==> src/rtl/calc_core_param_if.sv <==
// calc_core_param_if: key/display bundle between keypad_driver, calc_core_param
// and segment_driver.
//   key_valid  one-cycle strobe qualifying key_code
//   key_code   eBCD key: 0-9 digit, 10 '+', 11 '-', 12 '*', 13 '/', 14 '=', 15 clear
//   disp_value signed value to display
//   err        error latched
//   busy       calculation in progress, keys are dropped
//   op_pending stored operator: 0 none, 1 add, 2 sub, 3 mul, 4 div
// master: key source / display sink.  slave: the calculator core.
interface calc_core_param_if #(
  parameter int WIDTH = 32
) ();
  logic                    key_valid;
  logic [3:0]              key_code;
  logic signed [WIDTH-1:0] disp_value;
  logic                    err;
  logic                    busy;
  logic [2:0]              op_pending;

  modport master (
    output key_valid, key_code,
    input  disp_value, err, busy, op_pending
  );

  modport slave (
    input  key_valid, key_code,
    output disp_value, err, busy, op_pending
  );
endinterface

==> src/rtl/calc_core_param.sv <==
// calc_core_param: keypad calculator datapath. Builds signed decimal operands
// from key codes, holds a pending operator and executes chained arithmetic.
// Add/sub finish in one cycle; mul (shift-add) and div (restoring) take WIDTH
// cycles on operand magnitudes. Overflow, divide-by-zero and MIN/-1 latch err.
// Ports:
//   sw_clk  system clock
//   rst     asynchronous active-high reset
//   bus     calc_core_param_if.slave (keys in, display/status out)
// DIGITS must be small enough that 10^DIGITS-1 fits in WIDTH-1 bits.
module calc_core_param #(
  parameter int WIDTH  = 32,
  parameter int DIGITS = 8
) (
  input  logic              sw_clk,
  input  logic              rst,
  calc_core_param_if.slave  bus
);

  localparam int CW  = $clog2(DIGITS + 1);
  localparam int IW  = $clog2(WIDTH);
  localparam int MSB = WIDTH - 1;

  localparam logic [WIDTH-1:0]   ZERO      = {WIDTH{1'b0}};
  localparam logic [WIDTH-1:0]   ONE       = {{(WIDTH-1){1'b0}}, 1'b1};
  localparam logic [2*WIDTH-1:0] MIN_MAG   = {{(WIDTH+1){1'b0}}, 1'b1, {(WIDTH-2){1'b0}}} << 1;
  localparam logic [CW-1:0]      CNT_ZERO  = {CW{1'b0}};
  localparam logic [CW-1:0]      CNT_ONE   = {{(CW-1){1'b0}}, 1'b1};
  localparam logic [CW-1:0]      DIG_MAX   = CW'(DIGITS);
  localparam logic [IW-1:0]      ITER_ZERO = {IW{1'b0}};
  localparam logic [IW-1:0]      ITER_ONE  = {{(IW-1){1'b0}}, 1'b1};
  localparam logic [IW-1:0]      LAST_ITER = IW'(WIDTH - 1);

  localparam logic [2:0] OP_NONE = 3'd0;
  localparam logic [2:0] OP_ADD  = 3'd1;
  localparam logic [2:0] OP_SUB  = 3'd2;
  localparam logic [2:0] OP_MUL  = 3'd3;
  localparam logic [2:0] OP_DIV  = 3'd4;

  localparam logic [3:0] KEY_ADD = 4'd10;
  localparam logic [3:0] KEY_SUB = 4'd11;
  localparam logic [3:0] KEY_MUL = 4'd12;
  localparam logic [3:0] KEY_DIV = 4'd13;
  localparam logic [3:0] KEY_EQ  = 4'd14;
  localparam logic [3:0] KEY_CLR = 4'd15;

  typedef enum logic [2:0] {
    S_OPA    = 3'd0,
    S_OPB    = 3'd1,
    S_CALC   = 3'd2,
    S_RESULT = 3'd3,
    S_ERR    = 3'd4
  } state_t;

  function automatic logic [WIDTH-1:0] mag_of(input logic [WIDTH-1:0] v);
    if (v[MSB]) mag_of = ~v + ONE;
    else        mag_of = v;
  endfunction

  function automatic logic [WIDTH-1:0] apply_sign(input logic neg, input logic [WIDTH-1:0] m);
    if (neg) apply_sign = ~m + ONE;
    else     apply_sign = m;
  endfunction

  function automatic logic [2:0] key_op(input logic [3:0] k);
    case (k)
      KEY_ADD: key_op = OP_ADD;
      KEY_SUB: key_op = OP_SUB;
      KEY_MUL: key_op = OP_MUL;
      KEY_DIV: key_op = OP_DIV;
      default: key_op = OP_NONE;
    endcase
  endfunction

  // Two's complement overflow: same-sign inputs giving a different-sign result.
  function automatic logic add_ovf(input logic sa, input logic sb, input logic sr);
    add_ovf = (sa == sb) && (sr != sa);
  endfunction

  state_t               state_r, state_n;
  logic [WIDTH-1:0]     mag_r, mag_n;
  logic [CW-1:0]        cnt_r, cnt_n;
  logic                 neg_r, neg_n;
  logic [WIDTH-1:0]     opnd_r, opnd_n;
  logic [2:0]           op_r, op_n;
  logic [2:0]           calc_op_r, calc_op_n;
  logic [2:0]           next_op_r, next_op_n;
  logic [WIDTH-1:0]     a_r, a_n, b_r, b_n;
  logic                 neg_res_r, neg_res_n;
  logic                 div0_r, div0_n;
  logic [2*WIDTH-1:0]   acc_r, acc_n;
  logic [2*WIDTH-1:0]   mc_r, mc_n;
  logic [WIDTH-1:0]     sh_r, sh_n;
  logic [IW-1:0]        iter_r, iter_n;
  logic [WIDTH-1:0]     disp_r, disp_n;
  logic                 err_r, err_n;
  logic                 busy_r, busy_n;

  logic                 key_ok_s, is_digit_s, launch_s, fin_s, fin_err_s, fits_s, rem_ge_s;
  logic [2:0]           launch_op_s;
  logic [WIDTH-1:0]     buf_s, mag_dig_s, sum_s, dif_s, fin_val_s, sh_step_s;
  logic [WIDTH:0]       rem_sh_s, dvs_s, rem_nx_s;
  logic [2*WIDTH-1:0]   acc_step_s, mc_step_s, fin_mag_s;

  assign key_ok_s   = bus.key_valid && !busy_r;
  assign is_digit_s = (bus.key_code < KEY_ADD);
  assign buf_s      = apply_sign(neg_r, mag_r);
  assign mag_dig_s  = (mag_r << 3) + (mag_r << 1) + {{(WIDTH-4){1'b0}}, bus.key_code};
  assign sum_s      = a_r + b_r;
  assign dif_s      = a_r - b_r;

  // One iteration: shift-add for mul (acc=product, mc=multiplicand, sh=multiplier),
  // restoring step for div (acc=remainder, mc=divisor, sh=dividend becoming quotient).
  assign rem_sh_s   = {acc_r[WIDTH-1:0], sh_r[MSB]};
  assign dvs_s      = {1'b0, mc_r[WIDTH-1:0]};
  assign rem_ge_s   = (rem_sh_s >= dvs_s);
  assign rem_nx_s   = rem_ge_s ? (rem_sh_s - dvs_s) : rem_sh_s;
  assign acc_step_s = (calc_op_r == OP_MUL) ? (acc_r + (sh_r[0] ? mc_r : {(2*WIDTH){1'b0}}))
                                            : {{(WIDTH-1){1'b0}}, rem_nx_s};
  assign mc_step_s  = (calc_op_r == OP_MUL) ? (mc_r << 1) : mc_r;
  assign sh_step_s  = (calc_op_r == OP_MUL) ? (sh_r >> 1) : {sh_r[WIDTH-2:0], rem_ge_s};
  assign fin_mag_s  = (calc_op_r == OP_MUL) ? acc_step_s : {{WIDTH{1'b0}}, sh_step_s};
  // A negative result may reach magnitude 2^(WIDTH-1); a positive one may not.
  assign fits_s     = neg_res_r ? (fin_mag_s <= MIN_MAG) : (fin_mag_s < MIN_MAG);

  // Next-state and datapath decode: key handling, calculation steps, completion.
  always_comb begin
    state_n = state_r;  mag_n = mag_r;  cnt_n = cnt_r;  neg_n = neg_r;
    opnd_n = opnd_r;  op_n = op_r;  calc_op_n = calc_op_r;  next_op_n = next_op_r;
    a_n = a_r;  b_n = b_r;  neg_res_n = neg_res_r;  div0_n = div0_r;
    acc_n = acc_r;  mc_n = mc_r;  sh_n = sh_r;  iter_n = iter_r;
    disp_n = disp_r;  err_n = err_r;  busy_n = busy_r;
    launch_s = 1'b0;  launch_op_s = OP_NONE;
    fin_s = 1'b0;  fin_err_s = 1'b0;  fin_val_s = ZERO;

    if (key_ok_s && (bus.key_code == KEY_CLR)) begin
      state_n = S_OPA;  mag_n = ZERO;  cnt_n = CNT_ZERO;  neg_n = 1'b0;
      opnd_n = ZERO;  op_n = OP_NONE;  disp_n = ZERO;  err_n = 1'b0;  busy_n = 1'b0;
    end else if (state_r == S_CALC) begin
      if (calc_op_r == OP_ADD) begin
        fin_s = 1'b1;  fin_val_s = sum_s;
        fin_err_s = add_ovf(a_r[MSB], b_r[MSB], sum_s[MSB]);
      end else if (calc_op_r == OP_SUB) begin
        fin_s = 1'b1;  fin_val_s = dif_s;
        fin_err_s = add_ovf(a_r[MSB], ~b_r[MSB], dif_s[MSB]);
      end else if (iter_r == LAST_ITER) begin
        fin_s = 1'b1;
        fin_val_s = apply_sign(neg_res_r, fin_mag_s[WIDTH-1:0]);
        fin_err_s = !fits_s || ((calc_op_r == OP_DIV) && div0_r);
      end else begin
        acc_n = acc_step_s;  mc_n = mc_step_s;  sh_n = sh_step_s;  iter_n = iter_r + ITER_ONE;
      end
    end else if (key_ok_s && (state_r != S_ERR)) begin
      if (is_digit_s) begin
        if (state_r == S_RESULT) begin
          state_n = S_OPA;  neg_n = 1'b0;  cnt_n = CNT_ONE;
          mag_n = {{(WIDTH-4){1'b0}}, bus.key_code};
          disp_n = {{(WIDTH-4){1'b0}}, bus.key_code};
        end else if (cnt_r < DIG_MAX) begin
          mag_n = mag_dig_s;  cnt_n = cnt_r + CNT_ONE;  disp_n = apply_sign(neg_r, mag_dig_s);
        end else begin
          mag_n = mag_r;
        end
      end else if (bus.key_code == KEY_EQ) begin
        if (state_r == S_OPA) begin
          state_n = S_RESULT;  disp_n = buf_s;  opnd_n = buf_s;
          mag_n = ZERO;  cnt_n = CNT_ZERO;  neg_n = 1'b0;
        end else if ((state_r == S_OPB) && (cnt_r != CNT_ZERO)) begin
          launch_s = 1'b1;  launch_op_s = OP_NONE;
        end else begin
          state_n = state_r;
        end
      end else begin
        // '-' before any digit is the entry sign, not an operator.
        if ((bus.key_code == KEY_SUB) && (cnt_r == CNT_ZERO) && (state_r != S_RESULT)) begin
          neg_n = ~neg_r;
        end else if (state_r == S_OPA) begin
          state_n = S_OPB;  opnd_n = buf_s;  disp_n = buf_s;  op_n = key_op(bus.key_code);
          mag_n = ZERO;  cnt_n = CNT_ZERO;  neg_n = 1'b0;
        end else if ((state_r == S_RESULT) || (cnt_r == CNT_ZERO)) begin
          state_n = S_OPB;  op_n = key_op(bus.key_code);
        end else begin
          launch_s = 1'b1;  launch_op_s = key_op(bus.key_code);
        end
      end
    end else begin
      state_n = state_r;
    end

    if (launch_s) begin
      state_n = S_CALC;  busy_n = 1'b1;  iter_n = ITER_ZERO;
      a_n = opnd_r;  b_n = buf_s;  calc_op_n = op_r;  next_op_n = launch_op_s;
      neg_res_n = opnd_r[MSB] ^ buf_s[MSB];
      div0_n = (buf_s == ZERO);
      acc_n = {(2*WIDTH){1'b0}};
      if (op_r == OP_MUL) begin
        mc_n = {{WIDTH{1'b0}}, mag_of(opnd_r)};  sh_n = mag_of(buf_s);
      end else begin
        mc_n = {{WIDTH{1'b0}}, mag_of(buf_s)};   sh_n = mag_of(opnd_r);
      end
      mag_n = ZERO;  cnt_n = CNT_ZERO;  neg_n = 1'b0;
    end else if (fin_s) begin
      busy_n = 1'b0;
      if (fin_err_s) begin
        state_n = S_ERR;  err_n = 1'b1;  disp_n = ZERO;  op_n = OP_NONE;
      end else begin
        opnd_n = fin_val_s;  disp_n = fin_val_s;  op_n = next_op_r;
        state_n = (next_op_r == OP_NONE) ? S_RESULT : S_OPB;
      end
    end else begin
      busy_n = busy_n;
    end
  end

  // State and datapath registers; rst clears everything asynchronously.
  always_ff @(posedge sw_clk or posedge rst) begin
    if (rst) begin
      state_r <= S_OPA;  mag_r <= ZERO;  cnt_r <= CNT_ZERO;  neg_r <= 1'b0;
      opnd_r <= ZERO;  op_r <= OP_NONE;  calc_op_r <= OP_NONE;  next_op_r <= OP_NONE;
      a_r <= ZERO;  b_r <= ZERO;  neg_res_r <= 1'b0;  div0_r <= 1'b0;
      acc_r <= {(2*WIDTH){1'b0}};  mc_r <= {(2*WIDTH){1'b0}};  sh_r <= ZERO;
      iter_r <= ITER_ZERO;  disp_r <= ZERO;  err_r <= 1'b0;  busy_r <= 1'b0;
    end else begin
      state_r <= state_n;  mag_r <= mag_n;  cnt_r <= cnt_n;  neg_r <= neg_n;
      opnd_r <= opnd_n;  op_r <= op_n;  calc_op_r <= calc_op_n;  next_op_r <= next_op_n;
      a_r <= a_n;  b_r <= b_n;  neg_res_r <= neg_res_n;  div0_r <= div0_n;
      acc_r <= acc_n;  mc_r <= mc_n;  sh_r <= sh_n;
      iter_r <= iter_n;  disp_r <= disp_n;  err_r <= err_n;  busy_r <= busy_n;
    end
  end

  assign bus.disp_value = disp_r;
  assign bus.err        = err_r;
  assign bus.busy       = busy_r;
  assign bus.op_pending = op_r;

endmodule

==> src/flat_wrapper.sv <==
// flat-port wrapper written by rule: the top's interface ports become plain ports
module calc_core_param_flat 
#(
  parameter int WIDTH  = 32,
  parameter int DIGITS = 8
)
  (sw_clk, rst, bus_key_valid, bus_key_code, bus_disp_value, bus_err, bus_busy, bus_op_pending);
  calc_core_param_if #(.WIDTH(WIDTH)) bus_i ();
  input  logic sw_clk;
  input  logic rst;
  input wire logic [$bits(bus_i.key_valid)-1:0] bus_key_valid;
  input wire logic [$bits(bus_i.key_code)-1:0] bus_key_code;
  output wire logic [$bits(bus_i.disp_value)-1:0] bus_disp_value;
  output wire logic [$bits(bus_i.err)-1:0] bus_err;
  output wire logic [$bits(bus_i.busy)-1:0] bus_busy;
  output wire logic [$bits(bus_i.op_pending)-1:0] bus_op_pending;
  assign bus_i.key_valid = bus_key_valid;
  assign bus_i.key_code = bus_key_code;
  assign bus_disp_value = bus_i.disp_value;
  assign bus_err = bus_i.err;
  assign bus_busy = bus_i.busy;
  assign bus_op_pending = bus_i.op_pending;
  calc_core_param #(.WIDTH(WIDTH), .DIGITS(DIGITS)) u_core (.sw_clk(sw_clk), .rst(rst), .bus(bus_i));
endmodule
==> config.mk <==
export PLATFORM = sky130hd
export DESIGN_NAME = calc_core_param_flat
export DESIGN_NICKNAME = d
export VERILOG_FILES = /design/src/rtl/calc_core_param_if.sv /design/src/rtl/calc_core_param.sv /design/src/flat_wrapper.sv
export SDC_FILE = /design/constraint.sdc
export NUM_CORES = 2
export LEC_CHECK = 0
export BUFFER_PORTS_ARGS = -buffer_cell sky130_fd_sc_hd__buf_2
export CORE_MARGIN = 4
export CORE_UTILIZATION = 57
export CTS_CLUSTER_SIZE = 16
export DETAILED_ROUTE_END_ITERATION = 6
export GPL_ROUTABILITY_DRIVEN = 0
export PLACE_DENSITY_LB_ADDON = 0.15
export SYNTH_ARGS = -nofsm -noshare
export SYNTH_HDL_FRONTEND = slang
export SYNTH_SLANG_ARGS = --single-unit
==> constraint.sdc <==
create_clock -name sw_clk -period 24.8 [get_ports sw_clk]
set_clock_uncertainty 0.1 [all_clocks]
set_input_delay 3.72 -clock sw_clk [delete_from_list [all_inputs] [get_ports sw_clk]]
set_output_delay 3.72 -clock sw_clk [all_outputs]
set_load 0.02 [all_outputs]
==> impl_metrics.env <==
export IMPL_outcome="finished, violations left"
export IMPL_violations="DRC"
export IMPL_rows=86
export IMPL_holdPathStages=2
export IMPL_placed_cells=4798
export IMPL_cap_violations=0
export IMPL_worstSetupStartpoint="bus_key_code[3]"
export IMPL_grt_overflow_total=0
export IMPL_drc_errors=1
export IMPL_fmax_ghz=0.1278
export IMPL_fin_crit_ns=7.828
export IMPL_fill_cells=5097
export IMPL_cts_inserted_buffers=43
export IMPL_path_class="input pin to flip-flop"
export IMPL_worstPathCellList="buf_2, fa_1, ha_1, a21o_1, nand4_1, a31oi_1, a2111oi_0, nor2_1, xor2_1, or3_1, nor4_1, nand3b_1, o21ai_0, xnor2_1, a221o_1, o31ai_1"
export IMPL_cts_root_buf="clkbuf_16"
export IMPL_grt_pass1_wl_mm=168.6
export IMPL_synthTopCellsByArea="dfrtp_1 27%, ha_1 8.7%, nand2_1 7.3%, a21oi_1 5.9%, o21ai_0 5.8%"
export IMPL_vias=32120
export IMPL_finalSetupTns_ns=0
export IMPL_ios=44
export IMPL_cts_resized=0
export IMPL_cts_tree="built"
export IMPL_hold_viol=0
export IMPL_die_w_um=245.8
export IMPL_crit_path_end_kind="flip-flop"
export IMPL_core_area_sq_um=55520
export IMPL_antenna_cells=0
export IMPL_clockBufferDepth=3
export IMPL_io_buffers=43
export IMPL_ff2ff_setup_slack_ns=18.22
export IMPL_vias_per_cell=6.587
export IMPL_fin_area_sq_um=34230
export IMPL_insertion_delay_ns=0.61
export IMPL_crit_slowest_cell="a2111oi_0"
export IMPL_timing_rr_end="u_core.opnd_r[28]"
export IMPL_min_to="u_core.mc_r[34]"
export IMPL_max_slew_margin_pct=18.85
export IMPL_critical_path_buf_inv_count=1
export IMPL_arrival_ns=8.23
export IMPL_dr_pass1_iters=7
export IMPL_crit_required_ns=25.20
export IMPL_hold_buffers=0
export IMPL_place_hpwl_mm=79.57
export IMPL_syn_nets=4461
export IMPL_final_cell_mix="627 x nand2_1, 381 x a21oi_1, 375 x o21ai_0"
export IMPL_netlist_area_sq_um=32230
export IMPL_cpPeakStageDelay_ns=0.79
export IMPL_timing_rr_start="u_core.mc_r[10]"
export IMPL_hold_path_class="flip-flop to flip-flop"
export IMPL_hold_start="u_core.mc_r[33]"
export IMPL_start_util_pct=58.05
export IMPL_antenna_found_initial=1
export IMPL_synth_cell_types=107
export IMPL_drive_above_1_share_pct=5.887
export IMPL_die_h_um=245.8
export IMPL_cp_max_fo=10
export IMPL_yosysSeqAreaShare_pct=26.86
export IMPL_r2r_cells=20
export IMPL_post_route_util_pct=61.65
export IMPL_path_delay_family="compound AO/OA/AOI/OAI gates"
export IMPL_finalNonFillerCells=4876
export IMPL_period_share_pct=31.56
export IMPL_finalSetupViolations=0
export IMPL_synth_edf_count=0
export IMPL_synth_top_area_share_pct=26.86
export IMPL_synth_warnings=0
export IMPL_synth_cells=4225
export IMPL_grt_pass1_vias=30128
export IMPL_cts_max_level=2
export IMPL_grt_max_degree=88
export IMPL_layout_nets=4331
export IMPL_p_per_area_nw_per_um2=38.38
export IMPL_peakVddDrop_mv=0.04577
export IMPL_synthToLayoutAreaGrowth_pct=6.203
export IMPL_ys_flop_type="dfrtp_1"
export IMPL_placed_area_sq_um=32730
export IMPL_grt_use_total_pct=34.53
export IMPL_dieArea_sq_um=60420
export IMPL_drt_iter0_markers=3679
export IMPL_avgSynthCellArea_sq_um=7.629
export IMPL_regArea_sq_um=8658
export IMPL_cts_sinks=346
export IMPL_p_leak_nw=15.42
export IMPL_drt_wl_total_mm=107.0
export IMPL_async_flop_share_pct=100.0
export IMPL_rsz0062_at_grt="false"
export IMPL_drtAntennaViolNets=0
export IMPL_drv_slew=0
export IMPL_clkTransAtPathRegs_ns=0.06
export IMPL_tightest_slew_ns=1.217
export IMPL_wire_per_inst_um=21.93
export IMPL_layout_commonest_cell="nand2_1"
export IMPL_cts_setup_buffers=0
export IMPL_synth_ff_latch_count=346
export IMPL_critPathLaunchType="input pin"
export IMPL_multi_input_area_sq_um=22040
export IMPL_synth_top_area_cell="dfrtp_1"
==> through the flow <==
stage	total power [W]	setup WS (ns)	hold WS, ns
6_report	0.001314	16.97	0.3857
5_1_grt	0.001346	16.65	0.4133
4_1_cts	0.001320	17.06	0.3884
3_5_place_dp	0.0006383	16.42	0.3751
3_3_place_gp	0.0006379	16.47	0.3686
2_1_floorplan	0.0006205	11.39	0.3436
==> kinds of logic after synthesis <==
group                      after synthesis  share of synthesized area, %
and+or+nand+nor                       1474                         21.28
AOI/OAI and AO/OA                     1468                         29.56
buffers and inverters                  409                         4.957
DFF                                    346                         26.86
xor gates and xnor gates               268                         7.352
adders and majority gates              229                         9.029
muxes                                   31                        0.9665
==> Yosys cell counts (13+ instances only) <==
cell	n
buf_1	19
o21ai_1	17
inv_1	150
a22o_1	49
or3_1	27
o21bai_1	32
o22ai_1	50
nor4_1	24
nor2b_1	25
a211oi_1	45
nand2_1	630
o21ai_0	375
xor2_1	121
a211o_1	13
a21oi_1	381
and2_1	80
a31oi_1	60
nor3_1	72
ha_1	223
o31ai_1	61
a21o_1	69
nand4_1	52
o21a_1	29
xnor2_1	144
nor3b_1	15
and3_1	18
dfrtp_1	346
a22oi_1	21
clkbuf_1	204
o221ai_1	20
nor2_1	308
a221oi_1	26
nand3_1	100
o211ai_1	39
buf_2	31
o41ai_1	17
or4_1	21
nand2b_1	40
mux2i_1	30
==> power breakdown <==
part	internal (W)	switching, W	total, W
Clock	0.000405	0.000280	0.000685
Combinational	0.0000170	0.0000437	0.0000607
Sequential	0.000566	0.00000182	0.000568
Total	0.000988	0.000326	0.00131
==> layer usage <==
layer  track usage, %  vias up  part of all wire, %
met3            4.885      294                  8.2
met1            45.45    15248                   41
li1                 -    15120                    -
met5                0        -               0.0065
met2            57.06     1456                   46
met4            14.75        2                  4.9
==> registers in the layout, indices dropped and copies added, names as in the netlist <==
register	flops
u_core.div0_r	1
u_core.bus.err	1
u_core.calc_op_r	3
u_core.sh_r	32
u_core.next_op_r	3
u_core.neg_res_r	1
u_core.bus.op_pending	3
u_core.bus.busy	1
u_core.cnt_r	4
u_core.mc_r	64
u_core.state_r	3
u_core.acc_r	64
u_core.b_r	32
u_core.opnd_r	32
u_core.a_r	32
u_core.iter_r	5
u_core.bus.disp_value	32
u_core.mag_r	32
u_core.neg_r	1
==> worst max-delay path by stage <==
stage | end | slack [ns] | depth (start not counted)
after floorplan | u_core.a_r[0] | 11.39 | 1
after global routing | u_core.bus.disp_value[30] | 16.65 | 17
after global placement | u_core.bus.disp_value[30] | 16.47 | 16
after CTS | u_core.bus.disp_value[30] | 17.06 | 16
final | u_core.bus.disp_value[30] | 16.97 | 16
after detailed placement | u_core.bus.disp_value[30] | 16.42 | 16
==> final cells by class <==
type | count | area share, %
Clock buffer | 54 | 3.472
Sequential cell | 346 | 25.29
Multi-Input combinational cell | 3470 | 64.39
Inverter | 151 | 1.678
Timing Repair Buffer | 83 | 1.506
Tap cell | 748 | 2.734
Clock inverter | 24 | 0.9247
==> tightest hold or removal path: stages (launching register included) <==
cell and delay, ns:
dfrtp_1 0.36, nand2_1 0.06, nand2_1 0.05
(Power assumes the default switching activity.)
